==> src/rtl/morse_pkg.sv <==
`default_nettype none
// ----------------------------------------------------------------
// morse_pkg : letter range, FSM states, unit counts, A-Z code table
// Rev 1.0
// ----------------------------------------------------------------
package morse_pkg;

  localparam logic [4:0] LETTER_MIN = 5'd1;
  localparam logic [4:0] LETTER_MAX = 5'd26;

  localparam logic [1:0] DOT_UNITS  = 2'd1;
  localparam logic [1:0] DASH_UNITS = 2'd3;
  localparam logic [1:0] SGAP_UNITS = 2'd1;
  localparam logic [1:0] LGAP_UNITS = 2'd3;

  typedef enum logic [1:0] {
    IDLE = 2'd0,
    MARK = 2'd1,
    SGAP = 2'd2,
    LGAP = 2'd3
  } state_e;

  // {len[2:0], pattern[3:0]}; pattern is left-justified, bit 1 = dash
  function automatic logic [6:0] morse_entry(input logic [4:0] code);
    logic [6:0] ent;
    case (code)
      5'd1:    ent = {3'd2, 4'b0100};
      5'd2:    ent = {3'd4, 4'b1000};
      5'd3:    ent = {3'd4, 4'b1010};
      5'd4:    ent = {3'd3, 4'b1000};
      5'd5:    ent = {3'd1, 4'b0000};
      5'd6:    ent = {3'd4, 4'b0010};
      5'd7:    ent = {3'd3, 4'b1100};
      5'd8:    ent = {3'd4, 4'b0000};
      5'd9:    ent = {3'd2, 4'b0000};
      5'd10:   ent = {3'd4, 4'b0111};
      5'd11:   ent = {3'd3, 4'b1010};
      5'd12:   ent = {3'd4, 4'b0100};
      5'd13:   ent = {3'd2, 4'b1100};
      5'd14:   ent = {3'd2, 4'b1000};
      5'd15:   ent = {3'd3, 4'b1110};
      5'd16:   ent = {3'd4, 4'b0110};
      5'd17:   ent = {3'd4, 4'b1101};
      5'd18:   ent = {3'd3, 4'b0100};
      5'd19:   ent = {3'd3, 4'b0000};
      5'd20:   ent = {3'd1, 4'b1000};
      5'd21:   ent = {3'd3, 4'b0010};
      5'd22:   ent = {3'd4, 4'b0001};
      5'd23:   ent = {3'd3, 4'b0110};
      5'd24:   ent = {3'd4, 4'b1001};
      5'd25:   ent = {3'd4, 4'b1011};
      5'd26:   ent = {3'd4, 4'b1100};
      default: ent = 7'd0;
    endcase
    return ent;
  endfunction

  function automatic logic [2:0] morse_len(input logic [4:0] code);
    logic [6:0] ent;
    ent = morse_entry(code);
    return ent[6:4];
  endfunction

  function automatic logic [3:0] morse_pat(input logic [4:0] code);
    logic [6:0] ent;
    ent = morse_entry(code);
    return ent[3:0];
  endfunction

  function automatic logic letter_valid(input logic [4:0] code);
    return (code >= LETTER_MIN) && (code <= LETTER_MAX);
  endfunction

endpackage
`default_nettype wire

==> src/rtl/morse_letter_sequencer_if.sv <==
`default_nettype none
// ----------------------------------------------------------------
// morse_letter_sequencer_if : letter request and keying/display bundle
// Rev 1.0
// ----------------------------------------------------------------
interface morse_letter_sequencer_if;

  logic       start;
  logic       abort;
  logic [4:0] letter_in;
  logic       morse_out;
  logic       busy;
  logic       done;
  logic       err;
  logic [4:0] disp_code;

  modport master (
    output start, abort, letter_in,
    input  morse_out, busy, done, err, disp_code
  );

  modport slave (
    input  start, abort, letter_in,
    output morse_out, busy, done, err, disp_code
  );

endinterface
`default_nettype wire

==> src/rtl/morse_unit_timer.sv <==
`default_nettype none
// ----------------------------------------------------------------
// morse_unit_timer : one-cycle tick every UNIT_CYCLES, restartable by clr_i
// Rev 1.0
// ----------------------------------------------------------------
module morse_unit_timer #(
  parameter int UNIT_CYCLES = 12500000
) (
  input  logic clk,
  input  logic rst,
  input  logic clr_i,
  output logic tick_o
);

  localparam int              CNT_W    = (UNIT_CYCLES > 1) ? $clog2(UNIT_CYCLES) : 1;
  localparam logic [CNT_W-1:0] CNT_LAST = CNT_W'(UNIT_CYCLES - 1);

  logic [CNT_W-1:0] cnt_q;
  logic [CNT_W-1:0] cnt_d;

  assign tick_o = (cnt_q == CNT_LAST);

  always_comb begin
    cnt_d = cnt_q + CNT_W'(1);
    if (clr_i || tick_o) begin
      cnt_d = '0;
    end
  end

  always_ff @(posedge clk) begin
    if (rst) begin
      cnt_q <= '0;
    end else begin
      cnt_q <= cnt_d;
    end
  end

endmodule
`default_nettype wire

==> src/rtl/morse_letter_sequencer.sv <==
`default_nettype none
// ----------------------------------------------------------------
// morse_letter_sequencer : keys one Morse letter on morse_out, holds code for display
// Rev 1.0
// ----------------------------------------------------------------
module morse_letter_sequencer
  import morse_pkg::*;
#(
  parameter int UNIT_CYCLES = 12500000
) (
  input  logic                     clk,
  input  logic                     rst,
  morse_letter_sequencer_if.slave  bus
);

  state_e     state_q, state_d;
  logic [3:0] pat_q, pat_d;
  logic [2:0] rem_q, rem_d;
  logic [1:0] units_q, units_d;
  logic [4:0] disp_q, disp_d;
  logic       morse_q, busy_q, done_q, err_q;
  logic       done_d, err_d;
  logic [1:0] need_units;
  logic       tick;
  logic       phase_end;
  logic       timer_clr;

  morse_unit_timer #(
    .UNIT_CYCLES (UNIT_CYCLES)
  ) u_timer (
    .clk    (clk),
    .rst    (rst),
    .clr_i  (timer_clr),
    .tick_o (tick)
  );

  // Every state entry restarts the unit timer so phases are whole units.
  assign timer_clr = (state_d != state_q) || (state_q == IDLE);

  always_comb begin
    need_units = DOT_UNITS;
    case (state_q)
      MARK:    need_units = pat_q[3] ? DASH_UNITS : DOT_UNITS;
      SGAP:    need_units = SGAP_UNITS;
      LGAP:    need_units = LGAP_UNITS;
      default: need_units = DOT_UNITS;
    endcase
  end

  assign phase_end = tick && (units_q == (need_units - 2'd1));

  always_comb begin
    state_d = state_q;
    pat_d   = pat_q;
    rem_d   = rem_q;
    disp_d  = disp_q;
    done_d  = 1'b0;
    err_d   = 1'b0;
    units_d = tick ? (units_q + 2'd1) : units_q;

    case (state_q)
      IDLE: begin
        if (bus.start && !bus.abort) begin
          if (letter_valid(bus.letter_in)) begin
            state_d = MARK;
            pat_d   = morse_pat(bus.letter_in);
            rem_d   = morse_len(bus.letter_in);
            disp_d  = bus.letter_in;
          end else begin
            err_d = 1'b1;
          end
        end
      end
      MARK: begin
        if (phase_end) begin
          state_d = (rem_q == 3'd1) ? LGAP : SGAP;
          pat_d   = {pat_q[2:0], 1'b0};
          rem_d   = rem_q - 3'd1;
        end
      end
      SGAP: begin
        if (phase_end) begin
          state_d = MARK;
        end
      end
      LGAP: begin
        if (phase_end) begin
          state_d = IDLE;
          done_d  = 1'b1;
        end
      end
      default: state_d = IDLE;
    endcase

    if (bus.abort && (state_q != IDLE)) begin
      state_d = IDLE;
      done_d  = 1'b0;
    end

    if (state_d != state_q) begin
      units_d = 2'd0;
    end
  end

  always_ff @(posedge clk) begin
    if (rst) begin
      state_q <= IDLE;
      pat_q   <= '0;
      rem_q   <= '0;
      units_q <= '0;
      disp_q  <= '0;
      morse_q <= 1'b0;
      busy_q  <= 1'b0;
      done_q  <= 1'b0;
      err_q   <= 1'b0;
    end else begin
      state_q <= state_d;
      pat_q   <= pat_d;
      rem_q   <= rem_d;
      units_q <= units_d;
      disp_q  <= disp_d;
      morse_q <= (state_d == MARK);
      busy_q  <= (state_d != IDLE);
      done_q  <= done_d;
      err_q   <= err_d;
    end
  end

  assign bus.morse_out = morse_q;
  assign bus.busy      = busy_q;
  assign bus.done      = done_q;
  assign bus.err       = err_q;
  assign bus.disp_code = disp_q;

endmodule
`default_nettype wire

==> src/flat_wrapper.sv <==
// flat-port wrapper written by rule: the top's interface ports become plain ports
module morse_letter_sequencer_flat import morse_pkg::*;
#(
  parameter int UNIT_CYCLES = 12500000
)
  (clk, rst, bus_start, bus_abort, bus_letter_in, bus_morse_out, bus_busy, bus_done, bus_err, bus_disp_code);
  morse_letter_sequencer_if bus_i ();
  input  logic clk;
  input  logic rst;
  input wire logic [$bits(bus_i.start)-1:0] bus_start;
  input wire logic [$bits(bus_i.abort)-1:0] bus_abort;
  input wire logic [$bits(bus_i.letter_in)-1:0] bus_letter_in;
  output wire logic [$bits(bus_i.morse_out)-1:0] bus_morse_out;
  output wire logic [$bits(bus_i.busy)-1:0] bus_busy;
  output wire logic [$bits(bus_i.done)-1:0] bus_done;
  output wire logic [$bits(bus_i.err)-1:0] bus_err;
  output wire logic [$bits(bus_i.disp_code)-1:0] bus_disp_code;
  assign bus_i.start = bus_start;
  assign bus_i.abort = bus_abort;
  assign bus_i.letter_in = bus_letter_in;
  assign bus_morse_out = bus_i.morse_out;
  assign bus_busy = bus_i.busy;
  assign bus_done = bus_i.done;
  assign bus_err = bus_i.err;
  assign bus_disp_code = bus_i.disp_code;
  morse_letter_sequencer #(.UNIT_CYCLES(UNIT_CYCLES)) u_core (.clk(clk), .rst(rst), .bus(bus_i));
endmodule
==> config.mk <==
export PLATFORM = sky130hd
export DESIGN_NAME = morse_letter_sequencer_flat
export DESIGN_NICKNAME = d
export VERILOG_FILES = /design/src/rtl/morse_pkg.sv /design/src/rtl/morse_letter_sequencer_if.sv /design/src/rtl/morse_unit_timer.sv /design/src/rtl/morse_letter_sequencer.sv /design/src/flat_wrapper.sv
export SDC_FILE = /design/constraint.sdc
export NUM_CORES = 1
export LEC_CHECK = 0
export CORE_MARGIN = 2
export CORE_UTILIZATION = 63
export CTS_CLUSTER_DIAMETER = 200
export DETAILED_ROUTE_END_ITERATION = 10
export PLACE_DENSITY = 0.8
export SKIP_LAST_GASP = 1
export SYNTH_ARGS = -nofsm -noshare
export SYNTH_HDL_FRONTEND = slang
export SYNTH_SLANG_ARGS = --single-unit
==> constraint.sdc <==
create_clock -name clk -period 4.3 [get_ports clk]
set_input_delay 0.86 -clock clk [delete_from_list [all_inputs] [get_ports clk]]
set_output_delay 0.86 -clock clk [all_outputs]
set_load 0.005 [all_outputs]
==> summary.md, run 1 <==
| Metric | Value |
|---|---|
| Outcome | finished, final reports clean |
| Clk slew on worst S/H paths | around 0.080 ns |
| Die Span Y | between 60 and 70 um |
| GP Congestion | between 0.9 and 1 |
| Drt first pass iters | 4 |
| Ant. Diodes | 0 |
| Mapped Area | ~0.0027 mm2 |
| Yosys top cell by area | dfxtp_1 |
| Peak VDD IR | roughly 0.16 mV |
| Worst-Skew Late Latency | roughly 0.29 ns |
| Worst hold path cell count | 2 |
| Setup WS pre-CTS | a little under 1 ns |
| Max-Cap Viols | 0 |
| Reg2reg end | u_core.rem_q[1] |
| Final worst-path setup slack | 1.25 ns |
| Number of synthesis warnings | 0 |
| Crit. End Element | register |
| Post-synth ARST share | 0 |
| Clock sink total | 44 |
| Area Overhead vs Synth | 8.75% |
| Utilization after layout | 0.720 |
| Std-Cell Rows | 23 |
| Vias/cell | slightly above 6 |
| Leakage | between 0.9 and 1 nW |
| TritonCTS buffer count | 5 |
| Syn Area/Cell | 8.24 um2 |
| Main area contributors after synthesis | dfxtp_1 (33%), ha_1 (5.6%), nor2_1 (5.6%) |
| Primary FF master, synth | dfxtp_1 |
| Routed len/inst | about 14 um |
| Required @ worst endpoint | ~4.5 ns |
| Final setup vio count | 0 |
| GR Util All Layers | 0.238 |
| Worst slew pin tran | between 0.5 and 0.6 ns |
| Hold Path End | u_core.bus.disp_code[4] |
| Die area | approximately 0.0048 mm2 |
| Tmin final | between 3 and 4 ns |
| Synth top cells by count | dfxtp_1 (44), nor2_1 (40), nand2_1 (29) |
| Port buffer count | 17 |
| Period Utilization, post-route | 0.709 |
| R2R cell count | 5 |
| Finished Layout Cells | 381 |
| Worst Clk Skew | 0.00658 ns |
| Critical path class | input pin to register |
| Initial antenna violation count | 0 |
| Antenna-violating nets left | 0 |
| Global-route wire length before repair | 9650 um |
| Final WL | approximately 5500 um |
| NumNets Final | 352 |
| GRT met2 Usage | 0.371 |
| Core area | ~0.0041 mm2 |
| Crit-path max FO | 12 |
| Starting density of the core | 0.662 |
| Post-route setup TNS | 0 ns |
| RR Startpoint | u_core.state_q[0] |
| Post-synth EDFFs | 0 |
| Vias in the first global route | 2144 |
| GRT Residual Overflow | 0 |
| Boundary Pins | 18 |
| Unrepaired setup endpoints after global routing | no |
| Fillers | 331 |
| Cts hold-fix bufs | 0 |
| Largest net degree at the start of global routing | 25 |
| Final Max Tran Viols | 0 |
| Post-synth cell types | 60 |
| Htree depth | 2 |
| R2R setup slack | roughly 2.0 ns |
| Final Hold Fails | 0 |
| Ratio of cells with drive above 1 in the final layout | 0.0695 |
| Hold Path Class | register to register |
| Register area share after synthesis | 0.328 |
| Yosys reg bits | 44 |
| Most numerous cell in the Yosys netlist | dfxtp_1 |
| Post-Synthesis Cells | between 300 and 400 |
| Routing usage on met1 | 0.339 |
| Busiest grt layer | met2 |
| Yosys top cell area share | 0.328 |
| Resized Gates After CTS | 0 |
| Chip width | 69.3 um |
| Routed vias | 2346 |
| Clk root buf | clkbuf_8 |
| Worst setup SP type | input pin |
| Hold_sp | u_core.bus.disp_code[4] |
| CTS tree | yes |
| DRT iter0 DRCs | 303 |
| Critical path arrival | around 3.2 ns |
| Syn_nets | roughly 350 |
| Total chip power | roughly 0.77 mW |
| PwrDens | ~260 mW/mm2 |
| DP Cell Count | between 300 and 400 |
| Slew headroom | 0.611 |
| Worst-case clock buffer depth | 2 |
| Post-DP HPWL | between 4000 and 5000 um |
| GR Util met3 | 0.0436 |
| Max Fclk | 328 MHz |
| Postcts setup bufs | 0 |
| DRC viols | 0 |
[registers in the layout (all words and copies together) (netlist names)]
register and count:
u_core.bus.busy 1, u_core.bus.disp_code 5, u_core.bus.done 1, u_core.bus.err 1
u_core.bus.morse_out 1, u_core.pat_q 4, u_core.rem_q 3, u_core.state_q 2
u_core.u_timer.cnt_q 24, u_core.units_q 2
[critical path, cell delays in order]
cell and delay [ns]:
clkdlybuf4s50_1 0.68, inv_1 0.16, ha_1 0.28, nor4_1 0.21, nand2_1 0.22, nand4_1 0.45, o21ai_0 0.16, and3_1 0.21
[layout make-up]
| type | count | area, um2 | share of cell area |
|---|---|---|---|
| Timing Repair Buffer | 20 | 193 | 0.0659 |
| Tap cell | 50 | 62.6 | 0.0214 |
| Clock buffer | 5 | 68.8 | 0.0235 |
| Multi-Input combinational cell | 244 | 1650 | 0.563 |
| Clock inverter | 2 | 12.5 | 0.00428 |
| Inverter | 16 | 60.1 | 0.0205 |
| Sequential cell | 44 | 881 | 0.301 |
[worst max path at each step]
| stage | startpoint | end | slack (ns) |
|---|---|---|---|
| 3_3_place_gp | bus_letter_in[1] | u_core.pat_q[1] | 1.08 |
| 5_1_grt | bus_letter_in[0] | u_core.pat_q[1] | 1.02 |
| 6_report | bus_letter_in[1] | u_core.bus.busy | 1.25 |
| 4_1_cts | bus_letter_in[1] | u_core.bus.busy | 1.28 |
| 3_5_place_dp | bus_letter_in[1] | u_core.bus.busy | 0.99 |
| 2_1_floorplan | bus_letter_in[0] | u_core.u_timer.cnt_q[10] | 1.83 |
[cell families (layout without fill, tap and decap cells)]
logic type / after synthesis / after routing / share of synthesized area
AOI/OAI and AO/OA: 63 / 63 / 0.164
xor gates and xnor gates: 24 / 24 / 0.0782
adders and majority gates: 12 / 12 / 0.0559
buffers and inverters: 38 / 43 / 0.0601
DFF: 44 / 44 / 0.328
muxes: 7 / 7 / 0.0317
and+or+nand+nor: 138 / 138 / 0.283
[routing by layer]
layer  share of wire  vias up
met5               0        -
met4          0.0062        0
met3           0.050        4
met2            0.45       65
met1            0.49     1106
li1                -     1171
[report_power, final]
part	internal [mW]	switching, mW	total (mW)
Combinational	0.0458	0.0584	0.104
Clock	0.110	0.132	0.242
Sequential	0.415	0.00600	0.421
Total	0.571	0.196	0.767
[layout by cell type (no fill, tap or decap), types with 4 or more instances in the layout]
master           count
mux2i_1              4
nor2_1              40
inv_1               15
a21oi_1             11
xnor2_1             15
nand2b_1             4
ha_1                12
a211oi_1             4
a31oi_1              6
o21ai_0             11
clkdlybuf4s50_1     17
dfxtp_1             44
and4_1               4
clkbuf_8             5
o211ai_1             4
nor3_1              11
nand3_1             13
o221ai_1             4
nand2_1             29
xor2_1               9
nand4_1             10
[through the flow]
| step | hold WS (ns) | cell area (um2) |
|---|---|---|
| floorplan | 0.426 | 2690 |
| global placement | 0.443 | 2840 |
| finish | 0.461 | 2920 |
| global route | 0.479 | 2920 |
| detailed placement | 0.449 | 2840 |
| CTS | 0.459 | 2920 |
Note: power is estimated with default switching activity, not from simulation.
==> inputs of run 2 (changes only) <==
CORE_UTILIZATION = 53   (was 63)
PLACE_DENSITY = 0.72   (was 0.8)
clock period = 2.6 ns   (was 4.3 ns; I/O delays follow)
==> summary.md, run 2 (synthesis gave the netlist of run 1 again) <==
| Metric | Value |
|---|---|
| Final WL | around 5700 um |
| Peak VDD IR | 0.328 mV |
| Ratio of cells with drive above 1 in the final layout | 0.112 |
| DRT iter0 DRCs | between 150 and 200 |
| Port buffer count | 17 |
| Period Utilization, post-route | 0.892 |
| Initial antenna violation count | 0 |
| Commonest non-fill, non-tap cell in the layout | dfxtp_1 |
| DP Cell Count | 406 |
| Tmin final | between 2 and 2.5 ns |
| Critical path class | input pin to register |
| Max Fclk | between 400 and 500 MHz |
| Total chip power | about 1.4 mW |
| Resized Gates After CTS | 0 |
| Drt first pass iters | 4 |
| Post-route setup TNS | 0 ns |
| Die area | ~0.0057 mm2 |
| Clk slew on worst S/H paths | around 0.080 ns |
| GRT Residual Overflow | 0 |
| Routed vias | around 2400 |
| Finished Layout Cells | 414 |
| Final worst-path setup slack | between 0.2 and 0.3 ns |
| Final setup vio count | 0 |
| Unrepaired setup endpoints after global routing | no |
| Register with the highest flop count | u_core.u_timer.cnt_q |
| Clk root buf | clkbuf_8 |
| Chip width | 75.2 um |
| Crit-path max FO | 7 |
| Required @ worst endpoint | approximately 2.8 ns |
| Starting density of the core | 0.558 |
| Post-route cell area | just over 0.003 mm2 |
| Hold Path Class | register to register |
| Clock sink total | 44 |
| Most frequent cells in the layout | dfxtp_1 (44), nor2_1 (40), nand2_1 (29), clkdlybuf4s50_1 (17), buf_4 (17) |
| CTS tree | yes |
| R2R setup slack | around 0.46 ns |
| Max-Cap Viols | 0 |
| Postcts setup bufs | 0 |
| Ant. Diodes | 0 |
| Vias/cell | approximately 5.7 |
| Antenna-violating nets left | 0 |
| Worst-Skew Late Latency | roughly 0.3 ns |
| Worst Clk Skew | about 0.0066 ns |
| Std-Cell Rows | 25 |
| Worst setup SP type | input pin |
| Placed Area | 0.00299 mm2 |
| Final Max Tran Viols | 0 |
| TritonCTS buffer count | 5 |
| Area Overhead vs Synth | 15.7% |
| GP Congestion | approximately 0.84 |
| Boundary Pins | 18 |
| DRC viols | 0 |
| Vias in the first global route | 2163 |
| Htree depth | 2 |
| Die Span Y | between 70 and 80 um |
| Final Hold Fails | 0 |
| PwrDens | about 460 mW/mm2 |
| Max FFs per register | 24 |
| Largest net degree at the start of global routing | 25 |
| Slew headroom | 0.666 |
| Routed len/inst | around 14 um |
| Worst slew pin tran | about 0.50 ns |
| Setup WS pre-CTS | -0.00122 ns |
| Fillers | between 400 and 500 |
| NumNets Final | 367 |
| Core area | between 0.004 and 0.005 mm2 |
| Crit. End Element | register |
| Global-route wire length before repair | ~10000 um |
| Leakage | around 1.1 nW |
| GR Util All Layers | 0.225 |
| Worst-case clock buffer depth | 2 |
| Critical path arrival | around 2.5 ns |
| Post-DP HPWL | 4200 um |
| Outcome | finished, final reports clean |
| Cts hold-fix bufs | 0 |
## run 2: area by class of cell
type / count / area [um2] / area share
Multi-Input combinational cell: 244 / 1650 / 0.529
Clock buffer: 6 / 82.6 / 0.0266
Sequential cell: 44 / 881 / 0.283
Timing Repair Buffer: 35 / 318 / 0.102
Inverter: 16 / 60.1 / 0.0193
Clock inverter: 2 / 38.8 / 0.0125
Tap cell: 67 / 83.8 / 0.0270
## run 2: worst max-delay path, cell delays in order
cell             delay (ns)
clkdlybuf4s50_1        0.56
ha_1                   0.25
nand2b_1               0.12
a21o_1                 0.23
and4_1                 0.34
nor2_1                 0.11
o41ai_1                0.37
## run 2: worst paths after layout
path / start / cells past startpoint / end
max reg2reg: u_core.u_timer.cnt_q[0] / 6 / u_core.rem_q[2]
min: u_core.bus.disp_code[1] / 2 / u_core.bus.disp_code[1]
max: bus_letter_in[1] / 7 / u_core.pat_q[1]
min reg2reg: u_core.bus.disp_code[1] / 2 / u_core.bus.disp_code[1]
## run 2: layer usage
metal	vias to the layer above	wire length (um)	GRT usage
met5	-	0	0
met4	0	62	0.0643
met3	7	246	0.0428
met2	68	2570	0.354
met1	1077	2830	0.317
li1	1202	-	-
## run 2: where the power goes
group / total, mW / switching, mW / internal [mW]
clock: 0.553 / 0.238 / 0.314
sequential: 0.696 / 0.00992 / 0.686
combinational: 0.193 / 0.101 / 0.0920
## run 2: metrics by stage
step | util | hold slack [ns]
after global placement | 0.620 | 0.441
after global routing | 0.645 | 0.478
after floorplan | - | 0.426
after detailed placement | 0.620 | 0.449
after CTS | 0.645 | 0.462
final | 0.645 | 0.459
==> inputs of run 3 (changes only) <==
ABC_CLOCK_PERIOD_IN_PS = 2600   (was unset)
==> results of run 3 <==
No change in the layout: final DEF, timing and power equal those of run 2.
